**config.mk**
```make
export PLATFORM = sky130hd
export DESIGN_NAME = npu_job_sequencer
export DESIGN_NICKNAME = d
export VERILOG_FILES = /design/src/rtl/npu_seq_pkg.sv /design/src/rtl/npu_seq_counter.sv /design/src/rtl/npu_job_sequencer.sv
export SDC_FILE = /design/constraint.sdc
export NUM_CORES = 1
export LEC_CHECK = 0
export ABC_AREA = 1
export CAP_MARGIN = 20
export CORE_UTILIZATION = 40
export CTS_BUF_LIST = sky130_fd_sc_hd__clkbuf_4 sky130_fd_sc_hd__clkbuf_8
export DETAILED_ROUTE_END_ITERATION = 10
export PLACE_DENSITY = 0.72
export SLEW_MARGIN = 0
export SYNTH_ARGS = -nofsm -noshare
export SYNTH_HDL_FRONTEND = slang
export SYNTH_SLANG_ARGS = --single-unit
```
**constraint.sdc**
```tcl
create_clock -name clk_i -period 3.6 [get_ports clk_i]
set_input_delay 0.54 -clock clk_i [delete_from_list [all_inputs] [get_ports clk_i]]
set_output_delay 0.54 -clock clk_i [all_outputs]
set_load 0.02 [all_outputs]
```
**src/rtl/npu_seq_pkg.sv**
```systemverilog
// Shared types and constants for the NPU job sequencer.
// Pure declarations; no logic, no latency; no flow control.
package npu_seq_pkg;

    localparam int CFG_WORDS = 6;
    localparam int WDOG_W    = 16;

    localparam logic [3:0] ENC_IDLE = 4'd0;
    localparam logic [3:0] ENC_PRE  = 4'd1;
    localparam logic [3:0] ENC_CFG  = 4'd2;
    localparam logic [3:0] ENC_WGT  = 4'd3;
    localparam logic [3:0] ENC_INP  = 4'd4;
    localparam logic [3:0] ENC_CALC = 4'd5;
    localparam logic [3:0] ENC_READ = 4'd6;
    localparam logic [3:0] ENC_FIN  = 4'd7;
    localparam logic [3:0] ENC_ERR  = 4'd8;

    typedef enum logic [3:0] {
        ST_IDLE = ENC_IDLE,
        ST_PRE  = ENC_PRE,
        ST_CFG  = ENC_CFG,
        ST_WGT  = ENC_WGT,
        ST_INP  = ENC_INP,
        ST_CALC = ENC_CALC,
        ST_READ = ENC_READ,
        ST_FIN  = ENC_FIN,
        ST_ERR  = ENC_ERR
    } state_e;

    function automatic logic is_stream(state_e s);
        return (s == ST_WGT) || (s == ST_INP);
    endfunction

    function automatic logic drives_we(state_e s);
        return (s == ST_PRE) || (s == ST_CFG) || (s == ST_WGT) || (s == ST_INP);
    endfunction

    function automatic logic drives_bus(state_e s);
        return (s == ST_CFG) || (s == ST_WGT) || (s == ST_INP);
    endfunction

endpackage

```
**src/rtl/npu_seq_counter.sv**
```systemverilog
// Loadable down-counter with zero flag, shared by all timed sequencer phases.
// Load takes effect on the next edge; otherwise decrements once per cycle.
// No backpressure; holds at zero instead of wrapping.
module npu_seq_counter #(
    parameter int W = 12
) (
    input  logic         clk_i,
    input  logic         rst_ni,
    input  logic         load_i,
    input  logic [W-1:0] load_val_i,
    output logic [W-1:0] cnt_o,
    output logic         zero_o
);

    logic [W-1:0] cnt_q;

    always_ff @(posedge clk_i or negedge rst_ni) begin
        if (!rst_ni) begin
            cnt_q <= '0;
        end else if (load_i) begin
            cnt_q <= load_val_i;
        end else if (cnt_q != '0) begin
            cnt_q <= cnt_q - 1'b1;
        end
    end

    assign cnt_o  = cnt_q;
    assign zero_o = (cnt_q == '0);

endmodule

```
**src/rtl/npu_job_sequencer.sv**
```systemverilog
// Drives one NPU job (preamble, 6 cfg words, weights, inputs, compute wait, readback) on the we/oe bus.
// Results appear 1 cycle after each oe cycle; done pulses in FIN/ERR. Optional NPU_SEQ_READY_WAIT_EN gates CALC on npu_ready.
// The NPU cannot stall: a missing stream word in WGT/INP aborts to ERR; results have no backpressure.
module npu_job_sequencer
    import npu_seq_pkg::*;
#(
    parameter int DW     = 32,
    parameter int WCNT_W = 12,
    parameter int CALC_W = 8
) (
    input  logic              clk_i,
    input  logic              rst_ni,
    input  logic              start_i,
    input  logic [1:0]        cfg_layers_i,
    input  logic [4:0]        cfg_in_i,
    input  logic [4:0]        cfg_h1_i,
    input  logic [4:0]        cfg_h2_i,
    input  logic [4:0]        cfg_out_i,
    input  logic [1:0]        cfg_act_i,
    input  logic [WCNT_W-1:0] cfg_nw_i,
    input  logic [CALC_W-1:0] cfg_calc_i,
    input  logic              src_valid_i,
    input  logic [DW-1:0]     src_data_i,
    output logic              src_ready_o,
    output logic              npu_we_o,
    output logic              npu_oe_o,
    output logic [DW-1:0]     npu_dout_o,
    output logic              npu_dout_en_o,
    input  logic [DW-1:0]     npu_din_i,
    input  logic              npu_ready_i,
    output logic              res_valid_o,
    output logic [DW-1:0]     res_data_o,
    output logic              busy_o,
    output logic              done_o,
    output logic              err_o
);

    // One counter serves every phase, so it must hold the widest phase length.
    localparam int CW = WCNT_W;

    state_e            state_q, state_d;
    logic [1:0]        layers_q, act_q;
    logic [4:0]        in_q, h1_q, h2_q, out_q;
    logic [WCNT_W-1:0] nw_q;
    logic [CALC_W-1:0] calc_q;
    logic              we_q, oe_q, den_q, busy_q, done_q, err_q, res_vld_q;
    logic [DW-1:0]     res_dat_q;
    logic              cnt_load, cnt_zero;
    logic [CW-1:0]     cnt_val, cnt, calc_load;
    logic [DW-1:0]     cfg_word;
    logic              accept, calc_done, wdog_ovf, skip_calc;

    assign accept    = (state_q == ST_IDLE) && start_i;
    assign calc_load = (calc_q == '0) ? '0 : CW'(calc_q) - CW'(1);

`ifdef NPU_SEQ_READY_WAIT_EN
    logic [WDOG_W-1:0] wdog_q;

    assign calc_done = cnt_zero && npu_ready_i;
    assign wdog_ovf  = &wdog_q;
    assign skip_calc = (calc_q == '0) && npu_ready_i;

    always_ff @(posedge clk_i or negedge rst_ni) begin
        if (!rst_ni) begin
            wdog_q <= '0;
        end else if (state_q != ST_CALC) begin
            wdog_q <= '0;
        end else begin
            wdog_q <= wdog_q + 1'b1;
        end
    end
`else
    logic unused_ready;

    assign unused_ready = npu_ready_i;
    assign calc_done    = cnt_zero;
    assign wdog_ovf     = 1'b0;
    assign skip_calc    = (calc_q == '0);
`endif

    npu_seq_counter #(.W(CW)) u_cnt (
        .clk_i      (clk_i),
        .rst_ni     (rst_ni),
        .load_i     (cnt_load),
        .load_val_i (cnt_val),
        .cnt_o      (cnt),
        .zero_o     (cnt_zero)
    );

    // Counters are loaded with length-1 on entry; a phase ends on the cycle it reads zero.
    always_comb begin
        state_d  = state_q;
        cnt_load = 1'b0;
        cnt_val  = '0;
        unique case (state_q)
            ST_IDLE: if (start_i) state_d = ST_PRE;
            ST_PRE: begin
                state_d  = ST_CFG;
                cnt_load = 1'b1;
                cnt_val  = CW'(CFG_WORDS - 1);
            end
            ST_CFG: if (cnt_zero) begin
                state_d  = ST_WGT;
                cnt_load = 1'b1;
                cnt_val  = CW'(nw_q - 1'b1);
            end
            ST_WGT: begin
                if (!src_valid_i) begin
                    state_d = ST_ERR;
                end else if (cnt_zero) begin
                    state_d  = ST_INP;
                    cnt_load = 1'b1;
                    cnt_val  = CW'(in_q);
                end
            end
            ST_INP: begin
                if (!src_valid_i) begin
                    state_d = ST_ERR;
                end else if (cnt_zero) begin
                    cnt_load = 1'b1;
                    if (skip_calc) begin
                        state_d = ST_READ;
                        cnt_val = CW'(out_q);
                    end else begin
                        state_d = ST_CALC;
                        cnt_val = calc_load;
                    end
                end
            end
            ST_CALC: begin
                if (calc_done) begin
                    state_d  = ST_READ;
                    cnt_load = 1'b1;
                    cnt_val  = CW'(out_q);
                end else if (wdog_ovf) begin
                    state_d = ST_ERR;
                end
            end
            ST_READ: if (cnt_zero) state_d = ST_FIN;
            ST_FIN:  state_d = ST_IDLE;
            ST_ERR:  state_d = ST_IDLE;
            default: state_d = ST_IDLE;
        endcase
    end

    always_comb begin
        cfg_word = '0;
        case (cnt)
            CW'(5):  cfg_word = DW'(layers_q);
            CW'(4):  cfg_word = DW'(in_q);
            CW'(3):  cfg_word = DW'(h1_q);
            CW'(2):  cfg_word = DW'(h2_q);
            CW'(1):  cfg_word = DW'(out_q);
            CW'(0):  cfg_word = DW'(act_q);
            default: cfg_word = '0;
        endcase
    end

    always_ff @(posedge clk_i or negedge rst_ni) begin
        if (!rst_ni) begin
            state_q   <= ST_IDLE;
            layers_q  <= '0;
            in_q      <= '0;
            h1_q      <= '0;
            h2_q      <= '0;
            out_q     <= '0;
            act_q     <= '0;
            nw_q      <= '0;
            calc_q    <= '0;
            we_q      <= 1'b0;
            oe_q      <= 1'b0;
            den_q     <= 1'b0;
            busy_q    <= 1'b0;
            done_q    <= 1'b0;
            err_q     <= 1'b0;
            res_vld_q <= 1'b0;
            res_dat_q <= '0;
        end else begin
            state_q   <= state_d;
            we_q      <= drives_we(state_d);
            oe_q      <= (state_d == ST_READ);
            den_q     <= drives_bus(state_d);
            busy_q    <= (state_d != ST_IDLE);
            done_q    <= (state_d == ST_FIN) || (state_d == ST_ERR);
            res_vld_q <= (state_q == ST_READ);
            if (state_q == ST_READ) res_dat_q <= npu_din_i;
            if (accept) begin
                layers_q <= cfg_layers_i;
                in_q     <= cfg_in_i;
                h1_q     <= cfg_h1_i;
                h2_q     <= cfg_h2_i;
                out_q    <= cfg_out_i;
                act_q    <= cfg_act_i;
                nw_q     <= cfg_nw_i;
                calc_q   <= cfg_calc_i;
                err_q    <= 1'b0;
            end else if (state_d == ST_ERR) begin
                err_q <= 1'b1;
            end
        end
    end

    assign src_ready_o   = src_valid_i && is_stream(state_q);
    assign npu_dout_o    = (state_q == ST_CFG) ? cfg_word :
                           is_stream(state_q)  ? src_data_i : '0;
    assign npu_we_o      = we_q;
    assign npu_oe_o      = oe_q;
    assign npu_dout_en_o = den_q;
    assign res_valid_o   = res_vld_q;
    assign res_data_o    = res_dat_q;
    assign busy_o        = busy_q;
    assign done_o        = done_q;
    assign err_o         = err_q;

endmodule

```
== Word level (Yosys, flattened, before mapping) ==
Cells that the tools add are included.
Storage, ports and cells
  bits in registers: 99
  input bits: 113
  output and inout port bits: 72
  word-level logic and storage cells: 85
Operators by class
  $add $sub $neg: 3
  equality and inequality tests: 18
  mux-type cells: 28
  reductions and logical operators: 18
Operator list (number)
  12-bit 2-to-1 mux: 6
  32-bit 2-to-1 mux: 2
  12-bit case mux with 5 select lines: 1
  4-bit 2-to-1 mux: 8
  5-bit case mux with 6 select lines: 1
  4-bit case mux with 7 select lines: 1
  12-bit by 2-bit == test with 1-bit output, second input constant: 2
  12-bit by 3-bit == test with 1-bit output, second input constant: 2
  4-bit by 3-bit == test with 1-bit output, second input constant: 6
  12-bit by 1-bit subtractor with 12-bit output, second input constant: 2
  4-bit by 2-bit == test with 1-bit output, second input constant: 4
  5-bit 2-to-1 mux: 3
  12-bit by 1-bit == test with 1-bit output, second input constant: 1
  12-bit logical NOT: 1
  12-bit nonzero test: 1
  8-bit by 1-bit subtractor with 9-bit output, second input constant: 1
  4-bit by 1-bit == test with 1-bit output, second input constant: 2
  8-bit logical NOT: 1
  1-bit logical OR: 7
  4-bit == test, second input constant: 1
  4-bit logical NOT: 1
  1-bit 2-to-1 mux: 4
  2-bit nonzero test: 2
  4-bit nonzero test: 1
  4 further kinds: 6

== Logic depth before layout (Yosys ltp) ==
  word-level depth: 9
  mapped depth: 12
  gate-level depth less buffers: 12

== By module ==
From an unflattened synthesis, not the netlist that was laid out.
Unflattened totals
  cell total of the unflattened synthesis: 768
  area total of the unflattened synthesis: 5475.3 um^2
Modules (own cells, without submodules)
  npu_job_sequencer: area an instance 4645.7 um^2, cells an instance 647, times used 1, seq. area each 2177.1 um^2
  npu_seq_counter: area an instance 829.5 um^2, cells an instance 121, times used 1, seq. area each 300.3 um^2

== Least setup slack after synthesis ==
No wires, ideal clock.
  path kind: flip-flop to output port
  start point: register u_cnt.cnt_q[0], in the netlist u_cnt.cnt_o[0]
  end point: output npu_dout_o[1]
  cell stages (with the launch flop): 11
  required time: 3.060 ns
  slack: 1.550 ns
  arrival: 1.510 ns
  path through: dfrtp_1 -> inv_1 -> ha_1 -> inv_1 -> nor2_1 -> nand3_1 -> o22ai_1 -> inv_1 -> nand2_1 -> nand2_1 -> nand2_1
Between the ends
  cells in the longest elaborated chain, start to end: 3
  elaborated cells between the ends (all ways): 8
Ends and longest elaborated chain
  start: declaration: line npu_seq_counter.sv:15  | logic [W-1:0] cnt_q;
  start signal: assignment: line npu_seq_counter.sv:21  | cnt_q <= load_val_i;
  start signal: assignment: line npu_seq_counter.sv:23  | cnt_q <= cnt_q - 1'b1;
  12-bit by 1-bit == test with 1-bit output, or another cell as far along: line npu_job_sequencer.sv:148  | case (cnt)
  5-bit case mux with 6 select lines (*): line npu_job_sequencer.sv:148
  32-bit 2-to-1 mux (*): line npu_job_sequencer.sv:204  | assign npu_dout_o = (state_q == ST_CFG) ? cfg_word :
  end: declaration: line npu_job_sequencer.sv:27  | output logic [DW-1:0] npu_dout_o,
Mark *: on every way between the ends. The rest lies on a longest branch, timed or not.

== Worst setup path after layout ==
Ends and elaborated chain as after synthesis.

==> reports/metrics.csv <==
stage;metric;value;unit
clock_tree;clock latency on the worst-skew pair;0.38;ns
worst_setup_path;Cell Chain, Critical Path;inv_1 -> ha_1 -> inv_1 -> nor2_1 -> nand3_1 -> o22ai_1 -> inv_1 -> nand2_1 -> nand2_1 -> nand2_1 -> clkdlybuf4s50_1;
route;DR pass1 iterations;4;
floorplanning;Horiz. Die Dim;118;um
worst_setup_path;critical path class;reg -> out;
route;Post-DRT Antenna Nets;0;
power;leakage power;0.00366;uW
timing;Max Slew Vio Count;0;
timing;Final Hold Viols;0;
worst_setup_path;Worst EP arrival;2.68;ns
floorplanning;die area;13800;um2
worst_setup_path;r2r startpoint;state_q[2];
logic_synthesis;Commonest cells post-synth;274 x nand2_1, 99 x dfrtp_1, 91 x inv_1, 76 x nor2_1, 44 x o21ai_0;
grt;number of global-route vias before repair;5034;
power;maximum vdd ir drop;0.000304;V
grt;gr ovfl total;0;
clock_tree;Clock Tree Buf Depth;2;
worst_setup_path;critical path depth in cells;11;
final_layout;Area growth syn-to-layout;41.7;%
final_layout;share of post-route cells with drive strength above 1;0.0724;
timing;min Tclk post-route;3.22;ns
worst_setup_path;flop2flop setup slack;1.50;ns
place;GP Congestion;0.860;
status;status;completed;
logic_synthesis;Synth Flop Type;dfrtp_1;
worst_setup_path;CP top delay family;buffers and inverters;
logic_synthesis;cell area after synthesis;5350;um2
logic_synthesis;sequential element share of the synthesized area;0.463;
logic_synthesis;Yosys cell types;33;
logic_synthesis;Post-Syn Area per Cell;7.25;um2
worst_setup_path;critical path endpoint category;output port;
clock_tree;clock tree sinks;99;
worst_setup_path;worst r2r path cells;6;
worst_setup_path;Critical R2R Capture;out_q[0];
route;via count;5110;
logic_synthesis;Synth area leader;dfrtp_1;
clock_tree;CTS tree;built;
logic_synthesis;Synth Area in Compound Gates;0.0765;
grt;first-pass GRT wire length;24.0;mm
clock_tree;Clock Tree Root;clkbuf_8;
logic_synthesis;simple-gate share of the synthesized area;0.334;
final_layout;Layout Nets;1041;
power;power per cell area;633;nW/um2
timing;fin crit share;0.894;
floorplanning;num rows;41;
route;Iteration-0 DRC Markers;242;
clock_tree;CTS Buf Count;9;
worst_hold_path;HP Class;in -> async;
worst_setup_path;CP bufs+invs;4;
timing;Worst-Margin Slew;0.609;ns
route;Vias/cell;4.65;
route;Avg WL per Cell;13.0;um
place;PortBufs;183;
clock_tree;Worst-path clk slew;0.09;ns
timing;fmax;311;MHz
clock_tree;CTS H-tree depth;3;
worst_setup_path;CP endpoint;npu_dout_o[1];
run;max cap viols;0;
final_layout;Antenna diodes;0;
route;drt total wl;14.2;mm
floorplanning;initial core utilization;0.417;
logic_synthesis;Post-Syn Instances;738;
worst_setup_path;crit path from;u_cnt.cnt_o[0];
clock_tree;postcts setup bufs;0;
worst_setup_path;CP max stage delay;0.60;ns
floorplanning;height of the die;118;um
logic_synthesis;#FFs+latches synth;99;
logic_synthesis;synth top area cells;dfrtp_1 46%, nand2_1 19%, inv_1 6.4%;
timing;setup TNS;0;ns
logic_synthesis;top-count cell post-synth;nand2_1;
worst_setup_path;Critical-path top delay cell;clkdlybuf4s50_1;
clock_tree;post-cts resize count;0;
timing;Final Setup Violations;0;
timing;unrepaired setup endpoints after global routing;no;
logic_synthesis;top cell type's share of synthesized area;0.463;
logic_synthesis;combinational family with the most area after synthesis;simple AND/OR/NAND/NOR gates;
final_layout;Fill cells;1197;
logic_synthesis;Mapped Nets;858;
logic_synthesis;post-synthesis mux area share;0;
grt;initial antenna violation count;0;
logic_synthesis;adder and majority cell fraction of the synthesized area;0.0164;
worst_setup_path;CP max FO;6;
timing;clk_skew;0.00766;ns
grt;gr usage total;0.217;
floorplanning;core area;12800;um2
logic_synthesis;Post-Synth XOR/XNOR Area;0.0213;
floorplanning;Ports;185;
clock_tree;CTS Hold Bufs;0;
grt;largest net degree at the start of global routing;83;
logic_synthesis;Post-synth EDFFs;0;
logic_synthesis;fraction of registers with async set/reset;1.00;
final_layout;Final Util;0.591;
worst_setup_path;kind of start point of the critical path;flop;
route;number of remaining DRC errors;0;
place;dpl hpwl;10.9;mm
timing;Max-slew headroom;0.594;
worst_setup_path;CP Data Required Time;3.06;ns
logic_synthesis;synth warn;0;
## where the power goes
group          switching (uW)  total, uW  internal [uW]
logic                    1370       2280            912
clock network             381        678            297
registers                 311       1840           1530
## worst min-delay path by stage
stage,from,to,slack [ns]
final,rst_ni,res_valid_o,0.05
after global routing,rst_ni,res_valid_o,0.06
after CTS,rst_ni,res_valid_o,0.35
after detailed placement,res_data_o[5],res_data_o[5],0.46
after global placement,res_data_o[7],res_data_o[7],0.46
after floorplan,rst_ni,act_q[0],0.24
## per-stage QoR
stage	instance area (um2)	total power, uW	std cells	hold WS [ns]	setup WS (ns)
floorplan	5350	3270	738	0.244	1.55
global placement	7370	4100	1081	0.462	0.857
detailed placement	7370	4130	1081	0.464	0.847
CTS	7560	4820	1097	0.346	0.413
global route	7580	5220	1098	0.0601	0.199
finish	7580	4800	1098	0.0549	0.382
## cell families (layout without fill, tap and decap cells)
kind of cell | Yosys count | in the layout
xor+xnor | 13 | 13
simple gates | 424 | 424
compound gates | 73 | 73
fa+ha+maj | 7 | 7
buf+inv | 122 | 310
flops | 99 | 99
## flip-flops by register name, indices dropped and copies added, names as in the netlist, 2 cells and up
name,cells
res_data_o,32
nw_q,12
u_cnt.cnt_o,12
calc_q,8
h1_q,5
h2_q,5
in_q,5
out_q,5
state_q,4
act_q,2
layers_q,2
## area by class of cell
cell class	count	area [um2]	share of cell area
flip-flops and latches	99	2480	0.327
multi-input cells	517	2400	0.317
repair buffers	190	1910	0.252
inverters	104	390	0.0515
well taps	172	215	0.0284
clock buffers	13	160	0.0211
clock inverters	3	22.5	0.00297
## routing by layer
| layer | global-route usage | wire length (um) | vias to the layer above |
|---|---|---|---|
| met1 | 0.277 | 6350 | 2305 |
| met4 | 0.0929 | 391 | 0 |
| met3 | 0.0610 | 997 | 28 |
| met5 | 0 | 0 | - |
| li1 | - | - | 2629 |
| met2 | 0.344 | 6480 | 148 |
## cell usage in the layout, fill, tap and decap left out, types with 5 or more instances in the layout
cell type / n
xor2_1: 9
ha_1: 7
a21oi_1: 13
nor3_1: 5
nand3_1: 30
clkbuf_8: 10
nand4_1: 10
dfrtp_1: 99
inv_1: 91
nand3_2: 6
nand2_1: 274
clkdlybuf4s50_1: 182
nand2_2: 7
o21ai_0: 44
nor2_1: 76
inv_2: 13
buf_4: 6
nor2_2: 6
(Power assumes the default switching activity.)
